### config.mk
export PLATFORM = sky130hd
export DESIGN_NAME = mat_stream_sequencer
export DESIGN_NICKNAME = d
export VERILOG_FILES = /design/src/rtl/mat_stream_pkg.sv /design/src/rtl/mat_stream_sequencer_skid_buffer.sv /design/src/rtl/mat_stream_sequencer.sv
export SDC_FILE = /design/constraint.sdc
export NUM_CORES = 1
export LEC_CHECK = 0
export CAP_MARGIN = 30
export CELL_PAD_IN_SITES_DETAIL_PLACEMENT = 1
export CELL_PAD_IN_SITES_GLOBAL_PLACEMENT = 1
export CORE_MARGIN = 4
export CORE_UTILIZATION = 40
export CTS_BUF_LIST = sky130_fd_sc_hd__clkbuf_4 sky130_fd_sc_hd__clkbuf_8
export CTS_CLUSTER_DIAMETER = 100
export CTS_CLUSTER_SIZE = 25
export DETAILED_ROUTE_END_ITERATION = 8
export GPL_ROUTABILITY_DRIVEN = 0
export PLACE_DENSITY_LB_ADDON = 0.1
export SLEW_MARGIN = 20
export SYNTH_ARGS = -nofsm -noshare
export SYNTH_HDL_FRONTEND = slang
export SYNTH_HIERARCHICAL = 1
export SYNTH_SLANG_ARGS = --single-unit
### constraint.sdc
create_clock -name s00_axi_aclk -period 3.4 [get_ports s00_axi_aclk]
set_input_delay 1.02 -clock s00_axi_aclk [delete_from_list [all_inputs] [get_ports s00_axi_aclk]]
set_output_delay 1.02 -clock s00_axi_aclk [all_outputs]
set_load 0.01 [all_outputs]
### src/rtl/mat_stream_pkg.sv
// Shared types for the matrix-stream sequencer: FSM state encoding,
// skid-buffer entry tags and a small helper for input acceptance.
package mat_stream_pkg;

    typedef enum logic [2:0] {
        IDLE       = 3'd0,
        LOAD_A     = 3'd1,
        LOAD_B     = 3'd2,
        START_WAIT = 3'd3,
        COMPUTE    = 3'd4,
        DRAIN      = 3'd5
    } state_t;

    // Sideband carried with every buffered word. The data field is added by
    // the top level because its width is a module parameter.
    typedef struct packed {
        logic sel_tag;
        logic last_tag;
    } entry_tag_t;

    // States in which the upstream stream may be accepted in the next cycle.
    function automatic logic accepts_input(input state_t st, input logic enable);
        return (st == LOAD_A) || (st == LOAD_B) || (st == DRAIN) ||
               ((st == IDLE) && enable);
    endfunction

endpackage

### src/rtl/mat_stream_sequencer_skid_buffer.sv
// Two-entry FIFO used as the skid buffer between the DMA stream and the
// accelerator. Pointers and occupancy are reset; the storage is not, since a
// stale entry is never visible while the buffer reports empty.
module axis_skid_buffer #(
    parameter int WIDTH = 34
) (
    input  logic             clk,
    input  logic             rst_n,
    input  logic             push,
    input  logic [WIDTH-1:0] push_data,
    input  logic             pop,
    output logic [WIDTH-1:0] head_data,
    output logic             empty,
    output logic [1:0]       count
);

    logic [WIDTH-1:0] mem_q [2];
    logic [WIDTH-1:0] mem_d [2];
    logic             wr_ptr_q, wr_ptr_d;
    logic             rd_ptr_q, rd_ptr_d;
    logic [1:0]       count_q, count_d;
    logic             do_push, do_pop;

    // Guard against writes when full and reads when empty.
    assign do_push = push && (count_q != 2'd2);
    assign do_pop  = pop  && (count_q != 2'd0);

    // Next-state for storage, pointers and occupancy.
    always_comb begin
        mem_d[0] = mem_q[0];
        mem_d[1] = mem_q[1];
        wr_ptr_d = wr_ptr_q;
        rd_ptr_d = rd_ptr_q;
        if (do_push) begin
            mem_d[wr_ptr_q] = push_data;
            wr_ptr_d        = ~wr_ptr_q;
        end
        if (do_pop) begin
            rd_ptr_d = ~rd_ptr_q;
        end
        count_d = count_q + {1'b0, do_push} - {1'b0, do_pop};
    end

    // Control state: reset drops any buffered entries immediately.
    always_ff @(posedge clk or negedge rst_n) begin
        if (!rst_n) begin
            wr_ptr_q <= 1'b0;
            rd_ptr_q <= 1'b0;
            count_q  <= 2'd0;
        end else begin
            wr_ptr_q <= wr_ptr_d;
            rd_ptr_q <= rd_ptr_d;
            count_q  <= count_d;
        end
    end

    // Payload storage, no reset needed.
    always_ff @(posedge clk) begin
        mem_q[0] <= mem_d[0];
        mem_q[1] <= mem_d[1];
    end

    assign head_data = mem_q[rd_ptr_q];
    assign empty     = (count_q == 2'd0);
    assign count     = count_q;

endmodule

### src/rtl/mat_stream_sequencer.sv
// Upstream feeder for the matrix-multiply accelerator. Splits one combined
// A|B job stream into two tlast-terminated bursts, tags each word with the
// matrix select, fires the start pulse once B has been delivered and waits
// for the result stream's tlast before admitting the next job.
module mat_stream_sequencer
    import mat_stream_pkg::*;
#(
    parameter int DIM_LOG    = 1,
    parameter int DIM        = 2 ** DIM_LOG,
    parameter int SIZE       = DIM * DIM,
    parameter int SIZE_LOG   = 2 * DIM_LOG,
    parameter int DATA_WIDTH = 32
) (
    input  logic                  s00_axi_aclk,
    input  logic                  s00_axi_aresetn,
    input  logic [DATA_WIDTH-1:0] s00_axis_tdata,
    input  logic                  s00_axis_tvalid,
    input  logic                  s00_axis_tlast,
    output logic                  s00_axis_tready,
    output logic [DATA_WIDTH-1:0] m00_axis_tdata,
    output logic                  m00_axis_tvalid,
    output logic                  m00_axis_tlast,
    input  logic                  m00_axis_tready,
    output logic                  sel,
    output logic                  start,
    input  logic                  mon_tvalid,
    input  logic                  mon_tready,
    input  logic                  mon_tlast,
    input  logic                  enable,
    input  logic                  err_clr,
    output logic                  busy,
    output logic                  err_len,
    output logic [15:0]           job_count
);

    localparam int CNT_W = SIZE_LOG + 1;
    localparam logic [CNT_W-1:0] LAST_A = CNT_W'(SIZE - 1);
    localparam logic [CNT_W-1:0] LAST_B = CNT_W'(2 * SIZE - 1);

    typedef struct packed {
        logic [DATA_WIDTH-1:0] data;
        entry_tag_t            tag;
    } entry_t;

    localparam int ENTRY_W = $bits(entry_t);

    state_t           state_q, state_d;
    logic [CNT_W-1:0] in_cnt_q, in_cnt_d;
    logic             ready_q, ready_d;
    logic             start_q, start_d;
    logic             err_len_q, err_len_d;
    logic             drain_pend_q, drain_pend_d;
    logic             abort_q, abort_d;
    logic [15:0]      job_count_q, job_count_d;
    logic             sel_q, sel_d;

    logic               in_hs, word_hs, job_end, early_last, missing_last, err_set;
    logic               push, pop, m_valid, mon_hs, buf_empty;
    logic [1:0]         buf_count, buf_count_nxt;
    entry_t             push_entry, head;
    logic [ENTRY_W-1:0] head_raw;

    assign in_hs   = s00_axis_tvalid && ready_q;
    // Words accepted while loading are forwarded; words accepted in DRAIN are dropped.
    assign word_hs = in_hs && (state_q inside {IDLE, LOAD_A, LOAD_B});
    assign job_end = (in_cnt_q == LAST_B);
    // Early tlast: tlast before the final word of B. Missing tlast: final word without it.
    assign early_last   = s00_axis_tlast && !job_end;
    assign missing_last = job_end && !s00_axis_tlast;
    assign err_set      = word_hs && (early_last || missing_last);
    assign mon_hs       = mon_tvalid && mon_tready && mon_tlast;

    // Tag the incoming word with its matrix and burst-terminating flag.
    always_comb begin
        push_entry.data         = s00_axis_tdata;
        push_entry.tag.sel_tag  = (in_cnt_q > LAST_A);
        push_entry.tag.last_tag = (in_cnt_q == LAST_A) || job_end || s00_axis_tlast;
    end

    assign push = word_hs;
    assign pop  = m_valid && m00_axis_tready;

    axis_skid_buffer #(
        .WIDTH (ENTRY_W)
    ) u_skid (
        .clk       (s00_axi_aclk),
        .rst_n     (s00_axi_aresetn),
        .push      (push),
        .push_data (push_entry),
        .pop       (pop),
        .head_data (head_raw),
        .empty     (buf_empty),
        .count     (buf_count)
    );

    assign head          = entry_t'(head_raw);
    assign buf_count_nxt = buf_count + {1'b0, push} - {1'b0, pop};

    // Job FSM: in_cnt tracks the input position, START_WAIT waits for the
    // buffer to empty, COMPUTE waits for the result tlast.
    always_comb begin
        state_d      = state_q;
        in_cnt_d     = in_cnt_q;
        abort_d      = abort_q;
        drain_pend_d = drain_pend_q;
        job_count_d  = job_count_q;
        start_d      = 1'b0;
        unique case (state_q)
            IDLE, LOAD_A, LOAD_B: begin
                if (word_hs) begin
                    if (job_end || s00_axis_tlast) begin
                        // Input side of the job is finished; no more words until done.
                        state_d  = START_WAIT;
                        in_cnt_d = '0;
                        abort_d  = early_last;
                        if (missing_last) begin
                            drain_pend_d = 1'b1;
                        end
                    end else begin
                        in_cnt_d = in_cnt_q + CNT_W'(1);
                        state_d  = (in_cnt_q >= LAST_A) ? LOAD_B : LOAD_A;
                    end
                end
            end
            START_WAIT: begin
                // Nothing is pushed here, so popping the sole entry delivers the final word.
                if (pop && (buf_count == 2'd1)) begin
                    if (abort_q) begin
                        state_d = IDLE;
                        abort_d = 1'b0;
                    end else begin
                        start_d = 1'b1;
                        state_d = COMPUTE;
                    end
                end
            end
            COMPUTE: begin
                if (mon_hs) begin
                    job_count_d = job_count_q + 16'd1;
                    state_d     = drain_pend_q ? DRAIN : IDLE;
                end
            end
            DRAIN: begin
                if (in_hs && s00_axis_tlast) begin
                    state_d      = IDLE;
                    drain_pend_d = 1'b0;
                end
            end
            default: state_d = IDLE;
        endcase
    end

    // Registered upstream ready: only offered when a slot is guaranteed next cycle.
    always_comb begin
        ready_d = (buf_count_nxt != 2'd2) && accepts_input(state_d, enable);
    end

    // Sticky length error; a new error outranks a simultaneous clear.
    always_comb begin
        if (err_set) begin
            err_len_d = 1'b1;
        end else if (err_clr) begin
            err_len_d = 1'b0;
        end else begin
            err_len_d = err_len_q;
        end
    end

    // Matrix select follows the head entry and holds while the buffer is empty.
    always_comb begin
        sel_d = buf_empty ? sel_q : head.tag.sel_tag;
    end

    // Control registers; reset aborts any job in flight.
    always_ff @(posedge s00_axi_aclk or negedge s00_axi_aresetn) begin
        if (!s00_axi_aresetn) begin
            state_q      <= IDLE;
            in_cnt_q     <= '0;
            ready_q      <= 1'b0;
            start_q      <= 1'b0;
            err_len_q    <= 1'b0;
            drain_pend_q <= 1'b0;
            abort_q      <= 1'b0;
            job_count_q  <= 16'd0;
            sel_q        <= 1'b0;
        end else begin
            state_q      <= state_d;
            in_cnt_q     <= in_cnt_d;
            ready_q      <= ready_d;
            start_q      <= start_d;
            err_len_q    <= err_len_d;
            drain_pend_q <= drain_pend_d;
            abort_q      <= abort_d;
            job_count_q  <= job_count_d;
            sel_q        <= sel_d;
        end
    end

    assign m_valid         = !buf_empty && (state_q != DRAIN);
    assign m00_axis_tvalid = m_valid;
    assign m00_axis_tdata  = m_valid ? head.data : '0;
    assign m00_axis_tlast  = m_valid && head.tag.last_tag;
    assign sel             = sel_d;
    assign s00_axis_tready = ready_q;
    assign start           = start_q;
    assign busy            = (state_q != IDLE);
    assign err_len         = err_len_q;
    assign job_count       = job_count_q;

endmodule

* Word-level counts from Yosys, hierarchy flattened
Memories as Yosys holds them, arrays and structs flattened.
Index checks and enable logic that the tools add are counted.
Widths: inputs -> output; s select.
** Word-level totals
- Memories kept :: 1
- Register bits :: 32
- Bits in writable memories :: 68
- Output and inout port bits :: 55
- Input bits :: 42
** Operators by class
- Add/subtract/negate cells :: 6
- Equal/unequal tests :: 19
- $lt $le $gt $ge :: 4
- Reductions and logical operators :: 41
- Bitwise logic cells :: 3
- Muxes and demuxes :: 30
** Memory list
- u_skid.mem_q :: depth 2, bits a word 34, read ports 3, clocked after Yosys merged registers in 0, write ports 2, RTL line mat_stream_sequencer_skid_buffer.sv:17 : logic [WIDTH-1:0] mem_q [2];
** Operator list (number)
- $bwmux 68 :: 1
- $mux 68 :: 1
- $demux 34 s1 :: 1
- $mux 34 :: 1
- $mux 32 :: 1
- $mux 3 :: 7
- $logic_and 1x1->1 :: 17
- $add 16x1->16 const B :: 1
- $ne 2x2->1 const B :: 7
- $mux 1 :: 13
- $eq 3x2->1 const B :: 4
- $eq 3x3->1 const B :: 4
- $pmux 3 s4 :: 1
- $reduce_bool 2->1 :: 4
- $logic_or 1x1->1 :: 7
- $eq 3x1->1 const B :: 2
- $logic_not 3->1 :: 2
- $reduce_bool 3->1 :: 2
- $reduce_and 5->1 :: 1
- $add 2x1->2 :: 2
- $mux 2 :: 2
- $pmux 1 s2 :: 2
- $reduce_and 2->1 :: 2
- $reduce_and 4->1 :: 1
- 13 further kinds :: 17

* Logic depth before layout (Yosys ltp)
Gate-level depths: netlist of run 1.
- Depth after elaboration :: 12
- Mapped depth :: 11
- Gate-level depth less buffers :: 10

* Modules after synthesis
Netlist of run 1, hierarchy kept.
** By module, submodules not included
- axis_skid_buffer :: instances 1, seq. area each 2142.1 sq um, cells each 124, area each 2802.7 sq um
- mat_stream_sequencer :: instances 1, seq. area each 700.7 sq um, cells each 180, area each 1731.7 sq um

* Least setup slack after synthesis of run 1
OpenSTA, ideal clock, no wires.
- Path kind :: input to register
- From :: input s00_axis_tvalid
- To :: memory u_skid.mem_q[0][0] (enable)
- Arrival :: 3107 ps
- Path buffers :: 0
- Slack :: -132 ps
- Stages :: 4
- Library setup time :: 425 ps
- Data required time :: 2975 ps
- Path through :: nand2_1 -> nor3b_2 -> o21ai_2 -> nor2_1
** RTL lines
- start, declared :: RTL line mat_stream_sequencer.sv:17 : input logic s00_axis_tvalid,
- end, declared :: RTL line mat_stream_sequencer_skid_buffer.sv:17

* Final worst setup path of run 1
- From :: register state_q[2]
- To :: output m00_axis_tdata[1]
** Between the ends
- Longest elaborated chain between the ends :: 3
** Ends and longest elaborated chain
- start, declared :: RTL line mat_stream_sequencer.sv:47 : state_t state_q, state_d;
- start signal, assigned :: RTL line mat_stream_sequencer.sv:187 : state_q <= state_d;
- $ne 3x3->1 :: RTL line mat_stream_sequencer.sv:199 : assign m_valid = !buf_empty && (state_q != DRAIN);
- $logic_and 1x1->1 :: RTL line mat_stream_sequencer.sv:199
- $mux 32 :: RTL line mat_stream_sequencer.sv:201 : assign m00_axis_tdata = m_valid ? head.data : '0;
- end, declared :: RTL line mat_stream_sequencer.sv:20 : output logic [DATA_WIDTH-1:0] m00_axis_tdata,
No other way between the ends.

==> flow_summary.json, run 1 <==
{
  "criticalPathCategory": "flop to output pin",
  "clkSinkCount": 100,
  "numCtsBuffers": 9,
  "grt_pass1_wl_mm": 14.5,
  "synth_cells": 304,
  "drt_wl_total_mm": 8.84,
  "synth_async_sr_flop_share_pct": 32.0,
  "crit_path_max_incr_delay_ns": 0.54,
  "slew_violations": 0,
  "r2r_cells": 10,
  "post_drt_via_cell_ratio": 4.83,
  "antenna_cells": 0,
  "holdCritStartpoint": "abort_q",
  "coreArea_um2": 11000,
  "drc_errors": 0,
  "dp_cells": 540,
  "ir_drop_v": 0.000331,
  "clk_path_buf_depth": 2,
  "reg2reg_from": "state_q[2]",
  "io_buffers": 96,
  "final_cell_count_no_fill": 556,
  "synth_nets": 358,
  "fp.dieW_um": 114,
  "ys_seq_area_share_pct": 62.7,
  "cp-end-kind": "output pin",
  "cpMaxStageDelayCell": "clkdlybuf4s50_1",
  "path_depth": 5,
  "drive_gt1_share_pct": 16.8,
  "cts_tree": "yes",
  "crit_buf_inv": 2,
  "synth-edff-count": 68,
  "antenna_found_initial": 0,
  "worstHoldEndpoint": "start",
  "drt_iter0_markers": 82,
  "path_delay_family": "buffers and inverters",
  "dieArea_um2": 13100,
  "routedWlPerCell_um": 15.9,
  "cts_hold_buf": 0,
  "dp.final_hpwl_mm": 6.43,
  "clock.fmax_mhz": 308,
  "avgSynthCellArea_um2": 14.9,
  "min_delay_path_depth": 1,
  "postRouteAntennaNets": 0,
  "cap_violations": 0,
  "drt_pass1_iterations": 4,
  "pin_count": 97,
  "cts_max_level": 3,
  "p_leak_nw": 2.33,
  "path_clk_slew_ns": 0.09,
  "num_vias": 2686,
  "fin_skew_ns": 0.00395,
  "cts_root_buf": "clkbuf_8",
  "tightest_slew_ns": 0.600,
  "syn_to_final_growth_pct": 30.5,
  "yosysWarnings": 6,
  "postLayoutCellArea_um2": 5920,
  "rsz0062_at_grt": "no",
  "grt_overflow": 0,
  "cp_data_required_time_ns": 2.38,
  "hold_class": "flop to flop",
  "syn_area_um2": 4530,
  "ys_seq_elements": 100,
  "fin_setup_tns_ns": 0,
  "pre_cts_ws_ns": 0.409,
  "worst_slack_ns": 0.148,
  "rrSetupSlack_ns": 1.08,
  "row_count": 38,
  "finalHoldViolations": 0,
  "fin_util_pct": 53.9,
  "min_period_ns": 3.25,
  "final.period_utilization_pct": 95.6,
  "grt_max_degree": 36,
  "critical_path_arrival_ns": 2.23,
  "grt_pass1_vias": 2866,
  "dpl_cell_area_um2": 5690,
  "die_h_um": 114,
  "cp-start-kind": "flop",
  "nNetsFinal": 465,
  "powerDensity_nw_per_um2": 741,
  "synthDistinctLibCells": 42,
  "start_util_pct": 41.3,
  "track_usage_pct": 14.3,
  "crit_chain": "and2b_2 -> a21oi_2 -> buf_12 -> and2_1 -> clkdlybuf4s50_1",
  "setup_violations": 0,
  "clock_latency_ns": 0.35,
  "path_max_fanout": 35,
  "max_slew_margin_pct": 59.5,
  "synthFlopType": "edfxtp_1",
  "outcome": "complete, no violations",
  "reg2reg_to": "u_skid/count[1]"
}
## final cells by class
type | instances | area [um^2]
fill | 1112 | 5070
clock inverter | 7 | 88.8
timing repair buffer | 104 | 1070
tap | 140 | 175
clock buffer | 9 | 124
inverter | 15 | 56.3
sequential | 100 | 2840
multi-input combinational | 181 | 1560
## how the worst max path moves through the flow
stage | start | end | slack (ns)
after CTS | state_q[2] | m00_axis_tdata[1] | 0.05
final | state_q[2] | m00_axis_tdata[1] | 0.15
after detailed placement | s00_axis_tvalid | u_skid/count[1] | 0.41
after global routing | state_q[2] | m00_axis_tdata[1] | 0.02
after floorplan | s00_axis_tvalid | u_skid/mem_q[0][0] | -0.13
after global placement | state_q[2] | m00_axis_tdata[1] | 0.43
## cell usage in the layout, fill, tap and decap left out, types with 2 or more instances in the layout
cell,n
dfrtp_1,31
buf_4,4
mux2_4,29
clkdlybuf4s50_1,96
inv_1,15
nor2_1,8
o21ai_0,6
nand2_1,9
xnor2_1,13
and4_1,2
a21oi_1,6
clkbuf_8,9
bufinv_16,2
xor2_1,8
ha_1,12
nor2_4,2
mux2_2,7
nand3_1,12
or3_1,2
clkinv_1,2
o211ai_1,3
or2_2,2
edfxtp_1,68
nor2b_1,3
nand4_1,3
buf_12,4
and2_1,35
## logic make-up (layout without fill, tap and decap cells)
| group | after synthesis | count (layout) | share of synthesized area [%] |
|---|---|---|---|
| and+or+nand+nor | 88 | 88 | 11.9 |
| DFF | 100 | 100 | 62.7 |
| buffers and inverters | 23 | 135 | 3.31 |
| AOI/OAI and AO/OA | 24 | 24 | 3.37 |
| adders and majority gates | 12 | 12 | 3.31 |
| muxes | 36 | 36 | 11.3 |
| xor gates and xnor gates | 21 | 21 | 4.06 |
## per-stage QoR
step	total power, mW	hold slack [ns]
floorplan	2.85	0.425
global placement	3.58	0.444
detailed placement	3.63	0.445
CTS	4.45	0.460
global route	4.69	0.492
finish	4.38	0.456
## state kept, by name (all words and copies together) (netlist names)
name,flops
u_skid/mem_q,68
job_count,16
in_cnt_q,3
state_q,3
u_skid/count,2
abort_q,1
drain_pend_q,1
err_len,1
s00_axis_tready,1
sel_q,1
start,1
u_skid/rd_ptr_q,1
u_skid/wr_ptr_q,1
## worst reg2reg max path: stages, from the launching register on
cell,delay [ns]
dfrtp_1,0.46
and2b_2,0.29
a21oi_2,0.20
buf_12,0.20
and2_1,0.17
nor2b_1,0.20
ha_1,0.26
inv_1,0.06
ha_1,0.15
xnor2_1,0.13
xnor2_1,0.13
## routing by layer
metal / vias to the layer above / wire length (um) / GRT usage [%]
met5: - / 0 / 0
li1: 1297 / - / -
met4: 0 / 77 / 4.04
met1: 1318 / 3850 / 18.3
met2: 64 / 4480 / 24.4
met3: 7 / 431 / 3.33
## what timing repair did
item | CTS | global route
buffers inserted | 0 | 0
resized for setup | 1 | 2
endpoints found under the setup margin | 2 | 6
pin swaps | 0 | 0
## Yosys cell counts, types with 2 or more instances
library cell	number	share of area [%]
o211ai_1	3	0.50
mux2_2	7	1.7
nand4_1	3	0.41
nor2_1	10	0.83
xnor2_1	13	2.5
clkbuf_1	3	0.25
mux2_4	29	9.6
edfxtp_1	68	45
or2_2	2	0.28
buf_12	3	1.3
and2_1	35	4.8
or3_1	2	0.28
o21ai_0	6	0.66
nand3_1	12	1.3
nand2_1	9	0.74
and4_1	2	0.39
inv_1	15	1.2
nor2b_1	3	0.41
dfrtp_1	32	18
a21oi_1	6	0.66
xor2_1	8	1.5
buf_6	2	0.50
ha_1	12	3.3
## report_power, final
group | total [mW] | internal [mW] | leakage, nW | switching [mW]
sequential | 1.71 | 1.54 | 1.04 | 0.165
clock | 0.800 | 0.411 | 0.105 | 0.389
combinational | 1.87 | 1.09 | 1.18 | 0.784
Power figures use the tool's default switching activity.
==> run 2: changes to the inputs <==
--- a/config.mk
+++ b/config.mk
@@ -14,7 +14,7 @@
 export CTS_CLUSTER_DIAMETER = 100
 export CTS_CLUSTER_SIZE = 25
 export DETAILED_ROUTE_END_ITERATION = 8
-export GPL_ROUTABILITY_DRIVEN = 0
+export DONT_BUFFER_PORTS = 1
 export PLACE_DENSITY_LB_ADDON = 0.1
 export SLEW_MARGIN = 20
 export SYNTH_ARGS = -nofsm -noshare
==> flow_summary.json, run 2 (synthesized netlist as in run 1, its figures left out) <==
{
  "outcome": "complete, no violations",
  "dieArea_um2": 13100,
  "io_buffers": 0,
  "cp-start-kind": "flop",
  "cts-resized-gates": 0,
  "drc_errors": 0,
  "drive_gt1_share_pct": 22.0,
  "reg2reg_from": "state_q[2]",
  "clk_path_buf_depth": 2,
  "r2r_cells": 10,
  "rrSetupSlack_ns": 0.96,
  "max_slew_margin_pct": 65.7,
  "p_leak_nw": 1.94,
  "antenna_cells": 0,
  "drt_pass1_iterations": 4,
  "fp.dieW_um": 114,
  "ir_drop_v": 0.000331,
  "setup_violations": 0,
  "criticalPathCategory": "flop to output pin",
  "min_period_ns": 2.86,
  "die_h_um": 114,
  "routedWlPerCell_um": 18.3,
  "powerDensity_nw_per_um2": 761,
  "largest_register_ffs": 68,
  "cts_hold_buf": 0,
  "post_drt_via_cell_ratio": 5.12,
  "crit_path_max_incr_delay_ns": 0.58,
  "grt_pass1_vias": 2581,
  "seq_area_um2": 2840,
  "crit_chain": "buf_4 -> mux2_2 -> and2_1",
  "cts_max_level": 3,
  "cts_root_buf": "clkbuf_8",
  "dpl_cell_area_um2": 4700,
  "track_usage_pct": 13.7,
  "cp_data_required_time_ns": 2.38,
  "cts_setup_buffers": 0,
  "grt_max_degree": 36,
  "worst_slack_ns": 0.541,
  "fillCellCount": 1086,
  "top_register": "u_skid/mem_q",
  "start_util_pct": 41.3,
  "multiInputGateArea_um2": 1560,
  "tightest_slew_ns": 0.507,
  "rsz0062_at_grt": "no",
  "cp-end-kind": "output pin",
  "postLayoutCellArea_um2": 4890,
  "cts_tree": "yes",
  "num_vias": 2345,
  "clock_latency_ns": 0.35,
  "hold_class": "input pin to async pin",
  "critical_path_arrival_ns": 1.84,
  "finalHoldViolations": 0,
  "final.period_utilization_pct": 84.1,
  "dp_cells": 442,
  "crit_buf_inv": 1,
  "clkSinkCount": 100,
  "pin_count": 97,
  "gp_congestion": 0.679,
  "grt_pass1_wl_mm": 13.7,
  "nNetsFinal": 367,
  "final_common_cell": "edfxtp_1",
  "fin_skew_ns": 0.00732,
  "final_cell_mix": "edfxtp_1, and2_1, dfrtp_1, mux2_4, inv_1",
  "postRouteAntennaNets": 0,
  "dp.final_hpwl_mm": 5.91,
  "pre_cts_ws_ns": 0.869,
  "path_delay_family": "flip-flops",
  "drt_wl_total_mm": 8.39,
  "clock.fmax_mhz": 350,
  "path_depth": 3,
  "cpMaxStageDelayCell": "dfrtp_2",
  "antenna_found_initial": 0,
  "path_clk_slew_ns": 0.10,
  "slew_violations": 0,
  "numCtsBuffers": 9,
  "grt_overflow": 0,
  "row_count": 38,
  "cap_violations": 0,
  "reg2reg_to": "u_skid/count[1]",
  "syn_to_final_growth_pct": 7.89,
  "coreArea_um2": 11000,
  "path_max_fanout": 16,
  "final_cell_count_no_fill": 458,
  "drt_iter0_markers": 57
}
-- run 2: changes by cell type in the layout (fill, tap and decap cells not counted), sizes merged --
cell           delta
buf               -2
clkdlybuf4s50    -96
clkinv            -2
clkbuf            +3
inv               +1
bufinv            -2
-- run 2: stage by stage --
| step | hold WS (ns) | utilization, % | power [mW] | setup TNS, ns |
|---|---|---|---|---|
| 4_1_cts | 0.316 | 44.5 | 3.81 | 0 |
| 2_1_floorplan | 0.425 | - | 2.85 | -9.00 |
| 3_3_place_gp | 0.456 | 42.8 | 3.04 | 0 |
| 6_report | 0.344 | 44.5 | 3.72 | 0 |
| 3_5_place_dp | 0.462 | 42.8 | 3.08 | 0 |
| 5_1_grt | 0.296 | 44.5 | 4.00 | 0 |
-- run 2: power breakdown --
part	internal, mW	switching, mW	leakage [nW]
Sequential	1.54	0.179	1.04
Combinational	0.604	0.675	0.798
Clock	0.319	0.403	0.0969
-- run 2: area by class of cell --
cell class	instances	area share [%]
sequential	100	58.1
timing repair buffer	6	1.43
clock buffer	12	3.25
clock inverter	4	0.639
multi-input combinational	181	31.8
inverter	15	1.15
tap	140	3.58
-- run 2: worst max path at each step --
stage,start,slack [ns],to
floorplan,s00_axis_tvalid,-0.13,u_skid/mem_q[0][0]
global placement,u_skid/rd_ptr_q,0.89,m00_axis_tdata[0]
detailed placement,s00_axis_tvalid,0.87,u_skid/count[1]
CTS,u_skid/rd_ptr_q,0.48,m00_axis_tdata[0]
global route,state_q[1],0.41,m00_axis_tdata[17]
finish,u_skid/rd_ptr_q,0.54,m00_axis_tdata[0]
-- run 2: layer usage --
layer / part of all wire (%) / global-route usage (%) / wire length (um) / vias up
met5: 0 / 0 / 0 / -
li1: - / - / - / 1100
met4: 1.3 / 4.75 / 112 / 0
met2: 50 / 22.5 / 4160 / 64
met3: 8.5 / 5.29 / 710 / 12
met1: 41 / 16.4 / 3410 / 1169
